===== src/rtl/bp_cfg_loader_pkg.sv =====
// Shared types and config-link register map for the boot-time tile configuration loader.
package bp_cfg_loader_pkg;

   typedef enum logic [3:0] {
      S_IDLE,
      S_FREEZE,
      S_CORE_ID,
      S_MODE_UC,
      S_UC_RD,
      S_UC_WR,
      S_MODE_NORM,
      S_UNFREEZE,
      S_DRAIN,
      S_DONE
   } bp_cfg_loader_state_e;

   typedef enum logic [0:0] {
      CCE_MODE_UNCACHED = 1'b0,
      CCE_MODE_NORMAL   = 1'b1
   } bp_cce_mode_e;

   localparam logic [15:0] CFG_ADDR_FREEZE     = 16'h0001;
   localparam logic [15:0] CFG_ADDR_CORE_ID    = 16'h0002;
   localparam logic [15:0] CFG_ADDR_CCE_MODE   = 16'h0003;
   localparam logic [15:0] CFG_ADDR_UCODE_BASE = 16'h8000;

endpackage


===== src/rtl/bp_cfg_credit_counter.sv =====
// Outstanding posted-write tracker: +1 per issued command, -1 per ack, net zero when both
// land in the same cycle. An ack with nothing outstanding is dropped.
module bp_cfg_credit_counter #(
   parameter int credits_p = 8
) (
   input  logic clk_i,
   input  logic reset_n_i,
   input  logic inc_i,
   input  logic dec_i,
   output logic full_o,
   output logic empty_o
);

   localparam int cnt_width_lp = $clog2(credits_p + 1);

   logic [cnt_width_lp-1:0] count_q, count_d;
   logic                    dec_eff;

   assign dec_eff = dec_i && (count_q != '0);
   assign full_o  = (count_q == cnt_width_lp'(credits_p));
   assign empty_o = (count_q == '0);

   always_comb begin
      count_d = count_q;
      unique case ({inc_i, dec_eff})
         2'b10:   count_d = count_q + 1'b1;
         2'b01:   count_d = count_q - 1'b1;
         default: count_d = count_q;
      endcase
   end

   always_ff @(posedge clk_i or negedge reset_n_i) begin
      if (!reset_n_i) count_q <= '0;
      else            count_q <= count_d;
   end

   // A stray ack points at a broken network or a lost reset; it must never happen.
   always_ff @(posedge clk_i) begin
      if (reset_n_i) begin
         assert (!(dec_i && empty_o));
      end
   end

endmodule


===== src/rtl/bp_cfg_loader.sv =====
// Boot sequencer: freezes each core, writes ID/mode, streams CCE microcode, unfreezes, then
// drains acks. Optional ack watchdog enabled by defining BP_CFG_LOADER_TIMEOUT_EN.
module bp_cfg_loader
   import bp_cfg_loader_pkg::*;
#(
   parameter int num_core_p       = 1,
   parameter int core_id_width_p  = 6,
   parameter int cfg_addr_width_p = 16,
   parameter int cfg_data_width_p = 64,
   parameter int ucode_els_p      = 256,
   parameter int credits_p        = 8,
   parameter int timeout_p        = 1024,
   localparam int uc_width_lp     = (ucode_els_p > 1) ? $clog2(ucode_els_p) : 1
) (
   input  logic                        clk_i,
   input  logic                        reset_n_i,
   input  logic                        start_i,
   output logic                        cfg_cmd_v_o,
   input  logic                        cfg_cmd_ready_i,
   output logic [core_id_width_p-1:0]  cfg_cmd_dst_o,
   output logic [cfg_addr_width_p-1:0] cfg_cmd_addr_o,
   output logic [cfg_data_width_p-1:0] cfg_cmd_data_o,
   input  logic                        cfg_resp_v_i,
   output logic                        cfg_resp_yumi_o,
   output logic                        ucode_r_v_o,
   output logic [uc_width_lp-1:0]      ucode_addr_o,
   input  logic [cfg_data_width_p-1:0] ucode_data_i,
   output logic                        busy_o,
   output logic                        done_o,
   output logic                        error_o
);

   bp_cfg_loader_state_e         state_q, state_d;
   logic [core_id_width_p-1:0]   core_q, core_d;
   logic [uc_width_lp-1:0]       uc_q, uc_d;
   logic [cfg_data_width_p-1:0]  uc_data_q, uc_data_d;
   logic                         uc_fresh_q, uc_fresh_d;
   logic                         cmd_wr, cmd_xfer, credit_full, credit_empty;
   logic                         timeout_hit;

   assign cmd_xfer        = cfg_cmd_v_o && cfg_cmd_ready_i;
   assign cfg_cmd_v_o     = cmd_wr && !credit_full;
   assign cfg_cmd_dst_o   = cmd_wr ? core_q : '0;
   assign cfg_resp_yumi_o = cfg_resp_v_i;
   assign ucode_addr_o    = uc_q;
   assign busy_o          = (state_q != S_IDLE) && (state_q != S_DONE);
   assign done_o          = (state_q == S_DONE);

   bp_cfg_credit_counter #(.credits_p(credits_p)) credits (
      .clk_i     (clk_i),
      .reset_n_i (reset_n_i),
      .inc_i     (cmd_xfer),
      .dec_i     (cfg_resp_v_i),
      .full_o    (credit_full),
      .empty_o   (credit_empty)
   );

   always_comb begin
      state_d        = state_q;
      core_d         = core_q;
      uc_d           = uc_q;
      uc_data_d      = uc_data_q;
      uc_fresh_d     = 1'b0;
      cmd_wr         = 1'b0;
      cfg_cmd_addr_o = '0;
      cfg_cmd_data_o = '0;
      ucode_r_v_o    = 1'b0;
      unique case (state_q)
         S_IDLE, S_DONE: begin
            if (start_i) begin
               state_d = S_FREEZE;
               core_d  = '0;
               uc_d    = '0;
            end
         end
         S_FREEZE: begin
            cmd_wr         = 1'b1;
            cfg_cmd_addr_o = cfg_addr_width_p'(CFG_ADDR_FREEZE);
            cfg_cmd_data_o = cfg_data_width_p'(1);
            if (cmd_xfer) state_d = S_CORE_ID;
         end
         S_CORE_ID: begin
            cmd_wr         = 1'b1;
            cfg_cmd_addr_o = cfg_addr_width_p'(CFG_ADDR_CORE_ID);
            cfg_cmd_data_o = cfg_data_width_p'(core_q);
            if (cmd_xfer) state_d = S_MODE_UC;
         end
         S_MODE_UC: begin
            cmd_wr         = 1'b1;
            cfg_cmd_addr_o = cfg_addr_width_p'(CFG_ADDR_CCE_MODE);
            cfg_cmd_data_o = cfg_data_width_p'(CCE_MODE_UNCACHED);
            if (cmd_xfer) state_d = S_UC_RD;
         end
         S_UC_RD: begin
            ucode_r_v_o = 1'b1;
            uc_fresh_d  = 1'b1;
            state_d     = S_UC_WR;
         end
         S_UC_WR: begin
            // ROM word is live on the first UC_WR cycle only; afterwards the captured copy is shown.
            cmd_wr         = 1'b1;
            cfg_cmd_addr_o = cfg_addr_width_p'(CFG_ADDR_UCODE_BASE) + cfg_addr_width_p'(uc_q);
            cfg_cmd_data_o = uc_fresh_q ? ucode_data_i : uc_data_q;
            if (uc_fresh_q) uc_data_d = ucode_data_i;
            if (cmd_xfer) begin
               if (uc_q == uc_width_lp'(ucode_els_p - 1)) begin
                  uc_d    = '0;
                  state_d = S_MODE_NORM;
               end else begin
                  uc_d    = uc_q + 1'b1;
                  state_d = S_UC_RD;
               end
            end
         end
         S_MODE_NORM: begin
            cmd_wr         = 1'b1;
            cfg_cmd_addr_o = cfg_addr_width_p'(CFG_ADDR_CCE_MODE);
            cfg_cmd_data_o = cfg_data_width_p'(CCE_MODE_NORMAL);
            if (cmd_xfer) state_d = S_UNFREEZE;
         end
         S_UNFREEZE: begin
            cmd_wr         = 1'b1;
            cfg_cmd_addr_o = cfg_addr_width_p'(CFG_ADDR_FREEZE);
            cfg_cmd_data_o = '0;
            if (cmd_xfer) begin
               if (core_q == core_id_width_p'(num_core_p - 1)) begin
                  state_d = S_DRAIN;
               end else begin
                  core_d  = core_q + 1'b1;
                  uc_d    = '0;
                  state_d = S_FREEZE;
               end
            end
         end
         S_DRAIN: begin
            if (credit_empty) state_d = S_DONE;
         end
         default: state_d = S_IDLE;
      endcase
      if (timeout_hit && busy_o) state_d = S_DONE;
   end

   always_ff @(posedge clk_i or negedge reset_n_i) begin
      if (!reset_n_i) begin
         state_q    <= S_IDLE;
         core_q     <= '0;
         uc_q       <= '0;
         uc_data_q  <= '0;
         uc_fresh_q <= 1'b0;
      end else begin
         state_q    <= state_d;
         core_q     <= core_d;
         uc_q       <= uc_d;
         uc_data_q  <= uc_data_d;
         uc_fresh_q <= uc_fresh_d;
      end
   end

`ifdef BP_CFG_LOADER_TIMEOUT_EN
   localparam int timer_width_lp = $clog2(timeout_p + 1);

   logic [timer_width_lp-1:0] timer_q, timer_d;
   logic                      error_q, error_d, timer_run;

   // Watchdog counts cycles with writes in flight and no ack; every ack restarts it.
   always_comb begin
      timer_run   = !credit_empty && !cfg_resp_v_i;
      timeout_hit = timer_run && (timer_q == timer_width_lp'(timeout_p - 1));
      timer_d     = '0;
      if (timer_run) timer_d = timeout_hit ? timer_q : timer_q + 1'b1;
      error_d = error_q;
      if (start_i && !busy_o)     error_d = 1'b0;
      if (timeout_hit && busy_o)  error_d = 1'b1;
   end

   always_ff @(posedge clk_i or negedge reset_n_i) begin
      if (!reset_n_i) begin
         timer_q <= '0;
         error_q <= 1'b0;
      end else begin
         timer_q <= timer_d;
         error_q <= error_d;
      end
   end

   assign error_o = error_q;
`else
   assign timeout_hit = 1'b0;
   assign error_o     = 1'b0;
`endif

endmodule


===== config.mk =====
export PLATFORM = sky130hd
export DESIGN_NAME = bp_cfg_loader
export DESIGN_NICKNAME = d
export VERILOG_FILES = /design/src/rtl/bp_cfg_loader_pkg.sv /design/src/rtl/bp_cfg_credit_counter.sv /design/src/rtl/bp_cfg_loader.sv
export SDC_FILE = /design/constraint.sdc
export NUM_CORES = 1
export LEC_CHECK = 0
export CORE_ASPECT_RATIO = 0.9
export CORE_MARGIN = 4
export CORE_UTILIZATION = 47
export CTS_BUF_LIST = sky130_fd_sc_hd__clkbuf_8
export DETAILED_ROUTE_END_ITERATION = 10
export PLACE_DENSITY = 0.94
export REMOVE_ABC_BUFFERS = 1
export SLEW_MARGIN = 5
export SYNTH_ARGS = -nofsm -noshare
export SYNTH_HDL_FRONTEND = slang
export SYNTH_SLANG_ARGS = --single-unit

===== constraint.sdc =====
create_clock -name clk_i -period 7.1 [get_ports clk_i]
set_input_delay 1.775 -clock clk_i [delete_from_list [all_inputs] [get_ports clk_i]]
set_output_delay 1.775 -clock clk_i [all_outputs]
set_load 0.02 [all_outputs]

# [Word-level counts from Yosys, hierarchy flattened]
# Cells that the tools add are included.
[op_classes] addsub=5 n_eq_ne=23 mux=28 n_reduce_logical=21
[ops] operator="$pmux 64 s3" n=1
[ops] operator="$mux 64" n=1
[ops] operator="$pmux 16 s4" n=1
[ops] operator="$mux 8" n=5
[ops] operator="$mux 4" n=9
[ops] operator="$pmux 4 s9" n=1
[ops] operator="$mux 6" n=4
[ops] operator="$pmux 8 s3" n=1
[ops] operator="$add 16x8->16 const A" n=1
[ops] operator="$eq 4x3->1 const B" n=4
[ops] operator="$eq 4x4->1 const B" n=3
[ops] operator="$ne 2x1->1 const B" n=6
[ops] operator="$pmux 6 s2" n=1
[ops] operator="$add 8x1->8 const B" n=1
[ops] operator="$eq 4x2->1 const B" n=2
[ops] operator="$eq 8x8->1 const B" n=1
[ops] operator="$logic_not 4->1" n=2
[ops] operator="$pmux 4 s2" n=1
[ops] operator="$reduce_and 8->1" n=1
[ops] operator="$reduce_bool 4->1" n=2
[ops] operator="$reduce_or 2->1" n=4
[ops] operator="$add 6x1->6 const B" n=1
[ops] operator="$logic_not 6->1" n=1
[ops] operator="$ne 2x2->1 const B" n=3
[ops] operator="other kinds (15)" n=20
[totals] ff_bits=87 inputBits=69 out_inout_bits=100 elab_cells=83

# [Logic depth before layout (Yosys ltp)]
[logic_depth] word_depth=7 mapped_depth=11 ltp_nobuf=10

# [By module]
# From an unflattened synthesis, not the netlist that was laid out.
[unflattened] hier_cells=491 area_unflattened_um2=5031.1
[modules_own_cells] module="bp_cfg_loader" n_inst=1 cells_each=457 area_each_um2=4694.5 seq_area_each_um2=2077.0
[modules_own_cells] module="bp_cfg_credit_counter" n_inst=1 cells_each=34 area_each_um2=336.6 seq_area_each_um2=100.1

# [Least setup slack after synthesis]
# Ideal clock, no wire load.
[synth_timing] kind="in2out" startpoint="in ucode_data_i[3]" endpoint="out cfg_cmd_data_o[3]" arrival_ps=2323 required_time_ps=5325 slack_ps=3002 cell_stages=2 path_buffers=0 path_cell_list="mux2i_1 o21ai_0"
[synth_between] elab_chain_len=2
[synth_rtl] element="start, declared" line_no="bp_cfg_loader.sv:27" text="input logic [cfg_data_width_p-1:0] ucode_data_i,"
[synth_rtl] element="$mux 64"
[synth_rtl] element="$pmux 64 s3" line_no="bp_cfg_loader.sv:68" text="unique case (state_q)"
[synth_rtl] element="end, declared" line_no="bp_cfg_loader.sv:22" text="output logic [cfg_data_width_p-1:0] cfg_cmd_data_o,"
# No other way between the ends.

# [Worst setup path in the final report]
[layout_timing] startpoint="reg state_q[0]" endpoint="out cfg_cmd_addr_o[7]"
[layout_between] elab_chain_len=3 word_cells_on_any_way=9 classes_between="6 x eq/ne; 1 x mux; 2 x reduce/logical"
[layout_rtl] element="start, declared" line_no="bp_cfg_loader.sv:33" text="bp_cfg_loader_state_e state_q, state_d;"
[layout_rtl] element="start signal, assigned" line_no="bp_cfg_loader.sv:151" text="state_q <= state_d;"
[layout_rtl] element="$eq 4x3->1 (tied with other cells)" line_no="bp_cfg_loader.sv:68"
[layout_rtl] element="$reduce_or 2->1 (no line)"
[layout_rtl] element="$pmux 16 s4 *" line_no="bp_cfg_loader.sv:68"
[layout_rtl] element="end, declared" line_no="bp_cfg_loader.sv:21" text="output logic [cfg_addr_width_p-1:0] cfg_cmd_addr_o,"
# Every way passes the cells marked *; elsewhere a longest branch is shown, timed or not.

==> qor.csv <==
stage,metric,value,unit
worst_setup_path,CP required,5.33,ns
routing,vias,4120,
floorplanning,row cnt,35,
power_and_ir_drop,Leak Pwr,2.64,nW
placement,Port-buffer cells,160,
cells_and_area,fin area,6860,sq um
sta,RSZ-0062 raised after global routing,no,
sta,clock skew,0.0173,ns
synth,Synth area leaders,"dfrtp_1 43%, mux2i_1 13%, mux2_1 9.4%, nor2_1 5.4%, mux2_2 5.1%",
cts,Root Buffer,clkbuf_8,
synth,register bit total from synthesis,87,
worst_setup_path,Worst Setup Start Kind,flip-flop,
sta,Final setup viols,0,
worst_setup_path,Top Family by Delay on Critical Path,buffers and inverters,
global_route,largest net degree at the start of global routing,88,
floorplanning,Starting Density,0.486,
cells_and_area,antenna diode count,0,
floorplanning,Core ar.,10400,sq um
sta,Period minus WS final,5.09,ns
synth,"EDFF count, synth",0,
worst_setup_path,CP Class,reg2out,
synth,asr flop ratio synth,1.00,
sta,Worst Tran Pin Value,1.13,ns
global_route,GR Util All Layers,0.202,
global_route,Overflow after GRT,0,
floorplanning,Die W,117,um
routing,DRC,0,
sta,f_max,196,MHz
synth,ys flop type,dfrtp_1,
power_and_ir_drop,maximum VDD drop,171,uV
global_route,first-pass GRT wire length,20600,um
routing,first drt pass iteration count,4,
routing,DR vias/cell,5.42,
cells_and_area,# nets final,701,
power_and_ir_drop,Tot Pwr,2.27,mW
cts,TritonCTS clock tree,built,
synth,synthesized area,5040,sq um
synth,cells after synthesis,482,
synth,share of the synthesized area in the top cell type,0.432,
cells_and_area,"commonest cells after routing, fill and taps aside","159 x clkdlybuf4s50_1, 86 x dfrtp_1, 73 x nor2_1",
cts,Num CTS Buffers,9,
routing,DR iter-0 viols,195,
sta,Final period util,0.717,
cts,"Reg clk slew, reported paths",0.09,ns
worst_setup_path,CP max stage delay,0.70,ns
synth,distinct cell type count of the synthesized netlist,55,
floorplanning,die area,12500,sq um
worst_setup_path,critical path peak fanout,36,
placement,placed cell count,744,
hold_path,Hold Crit Class,reg2reg,
routing,routed wire length,12500,um
global_route,initial antenna violation count,0,
cells_and_area,Layout area overhead,35.9,%
synth,Mean Syn Cell Area,10.5,sq um
sta,Slew HR,0.247,
cts,H-tree depth,3,
cts,post-CTS setup buffers,0,
cells_and_area,Layout Cells excl Fill,760,
outcome,status,"finished, final reports clean",
cts,PostCTS Resize Cnt,0,
cts,Worst-Skew Late Latency,0.34,ns
synth,sequential area share after synthesis,0.432,
cts,clk buf depth,2,
sta,endpoints failing hold,0,
cts,Post-CTS Hold Buffers,0,
routing,Final ANT Viol Nets,0,
placement,Post-DP Area,6650,sq um
placement,routability congestion estimate from global placement,0.947,
floorplanning,Boundary Pins,169,
floorplanning,height of the die,106,um
power_and_ir_drop,pwr/cell area,332,nW/um^2
synth,Ys Warns,0,
cells_and_area,"most common cell after layout, fill and taps aside",clkdlybuf4s50_1,
worst_setup_path,Buffers & Inverters on Critical Path,3,
global_route,number of global-route vias before repair,4241,
routing,DR WL/cell,16.4,um
worst_setup_path,critical path arrival,3.32,ns
cts,CTS sink cnt,87,
worst_setup_path,cell chain of the critical path,nor2b_1 -> nand2_2 -> buf_4 -> inv_2 -> and2_1 -> clkdlybuf4s50_1,
synth,cell type with the largest total area after synthesis,dfrtp_1,
job,max-cap viol count,0,
worst_setup_path,kind of end point of the critical path,output port,
sta,final max-slew violation count,0,
sta,Fin Setup TNS,0,ns
worst_setup_path,slowest CP cell,dfrtp_1,
placement,DP HPWL,9010,um
cells_and_area,fraction of layout cells with a size suffix above 1,0.0935,
sequential cells by signal (all words and copies together), names as in the netlist:
register,count
state_q,4
credits.count_q,4
ucode_addr_o,8
uc_data_q,64
core_q,6
uc_fresh_q,1
power breakdown:
group	total, mW	internal (mW)	switching (mW)
sequential	0.915	0.710	0.205
combinational	1.00	0.526	0.478
clock	0.354	0.174	0.179
area by class of cell:
class	instances	area, sq um
clock inverters	6	67.6
fillers	780	3520
repair buffers	162	1610
multi-input cells	357	2660
well taps	129	161
inverters	9	33.8
clock buffers	10	138
flip-flops and latches	87	2180
synth_stat cells (2+ instances only):
| cell | n |
|---|---|
| dfrtp_1 | 87 |
| nor2_1 | 73 |
| mux2i_1 | 66 |
| mux2_1 | 42 |
| nand2_1 | 24 |
| mux2_2 | 23 |
| o21ai_0 | 20 |
| nand3_1 | 12 |
| and2_1 | 11 |
| buf_4 | 11 |
| clkbuf_1 | 9 |
| buf_2 | 8 |
| inv_1 | 8 |
| buf_1 | 6 |
| ha_1 | 6 |
| a21oi_1 | 5 |
| nor2b_1 | 5 |
| and3_1 | 4 |
| o21ai_1 | 4 |
| o31ai_1 | 4 |
| or4_1 | 4 |
| xor2_1 | 4 |
| nand4_1 | 3 |
| nor3_1 | 3 |
| nor4_1 | 3 |
| o22a_1 | 3 |
| a22oi_1 | 2 |
| a41oi_1 | 2 |
| buf_6 | 2 |
| or2_2 | 2 |
| xnor2_1 | 2 |
final timing paths:
check / from / end / slack (ns) / depth (start not counted)
min reg2reg: uc_data_q[45] / uc_data_q[45] / 0.50 / 1
max in group asynchronous: reset_n_i / uc_fresh_q / 4.66 / 1
max reg2reg: state_q[0] / uc_data_q[42] / 3.39 / 7
min in group asynchronous: reset_n_i / credits.count_q[2] / 1.61 / 1
min: uc_data_q[45] / uc_data_q[45] / 0.50 / 1
max: state_q[0] / cfg_cmd_addr_o[7] / 2.01 / 6
cells by family after synthesis:
| group | Yosys count | share of synthesized area |
|---|---|---|
| simple gates | 154 | 0.147 |
| mux | 132 | 0.279 |
| flops | 87 | 0.432 |
| compound gates | 51 | 0.0700 |
| buf+inv | 45 | 0.0466 |
| fa+ha+maj | 6 | 0.0149 |
| xor+xnor | 6 | 0.0104 |
| other cells | 1 | 0.000744 |
worst register-to-register path, cell delays in order, from the launching register on:
cell,delay [ns]
dfrtp_1,0.59
nor2b_1,0.29
nand2_2,0.54
buf_4,0.47
inv_2,0.18
nand2_2,0.51
buf_4,0.58
mux2_2,0.42
metrics by stage:
step / utilization / setup WS, ns / hold WS (ns)
final: 0.661 / 2.01 / 0.496
after global routing: 0.661 / 1.73 / 0.515
after CTS: 0.661 / 1.99 / 0.501
after detailed placement: 0.641 / 2.12 / 0.482
after global placement: 0.641 / 2.13 / 0.473
after floorplan: - / 2.41 / 0.457
metal layers:
layer,wire (um),vias up,track usage
li1,-,1961,-
met4,140,0,0.0434
met1,5200,2001,0.260
met3,817,16,0.0472
met5,0,-,0
met2,6290,142,0.343
No activity file was read; power rests on OpenSTA's default activity.
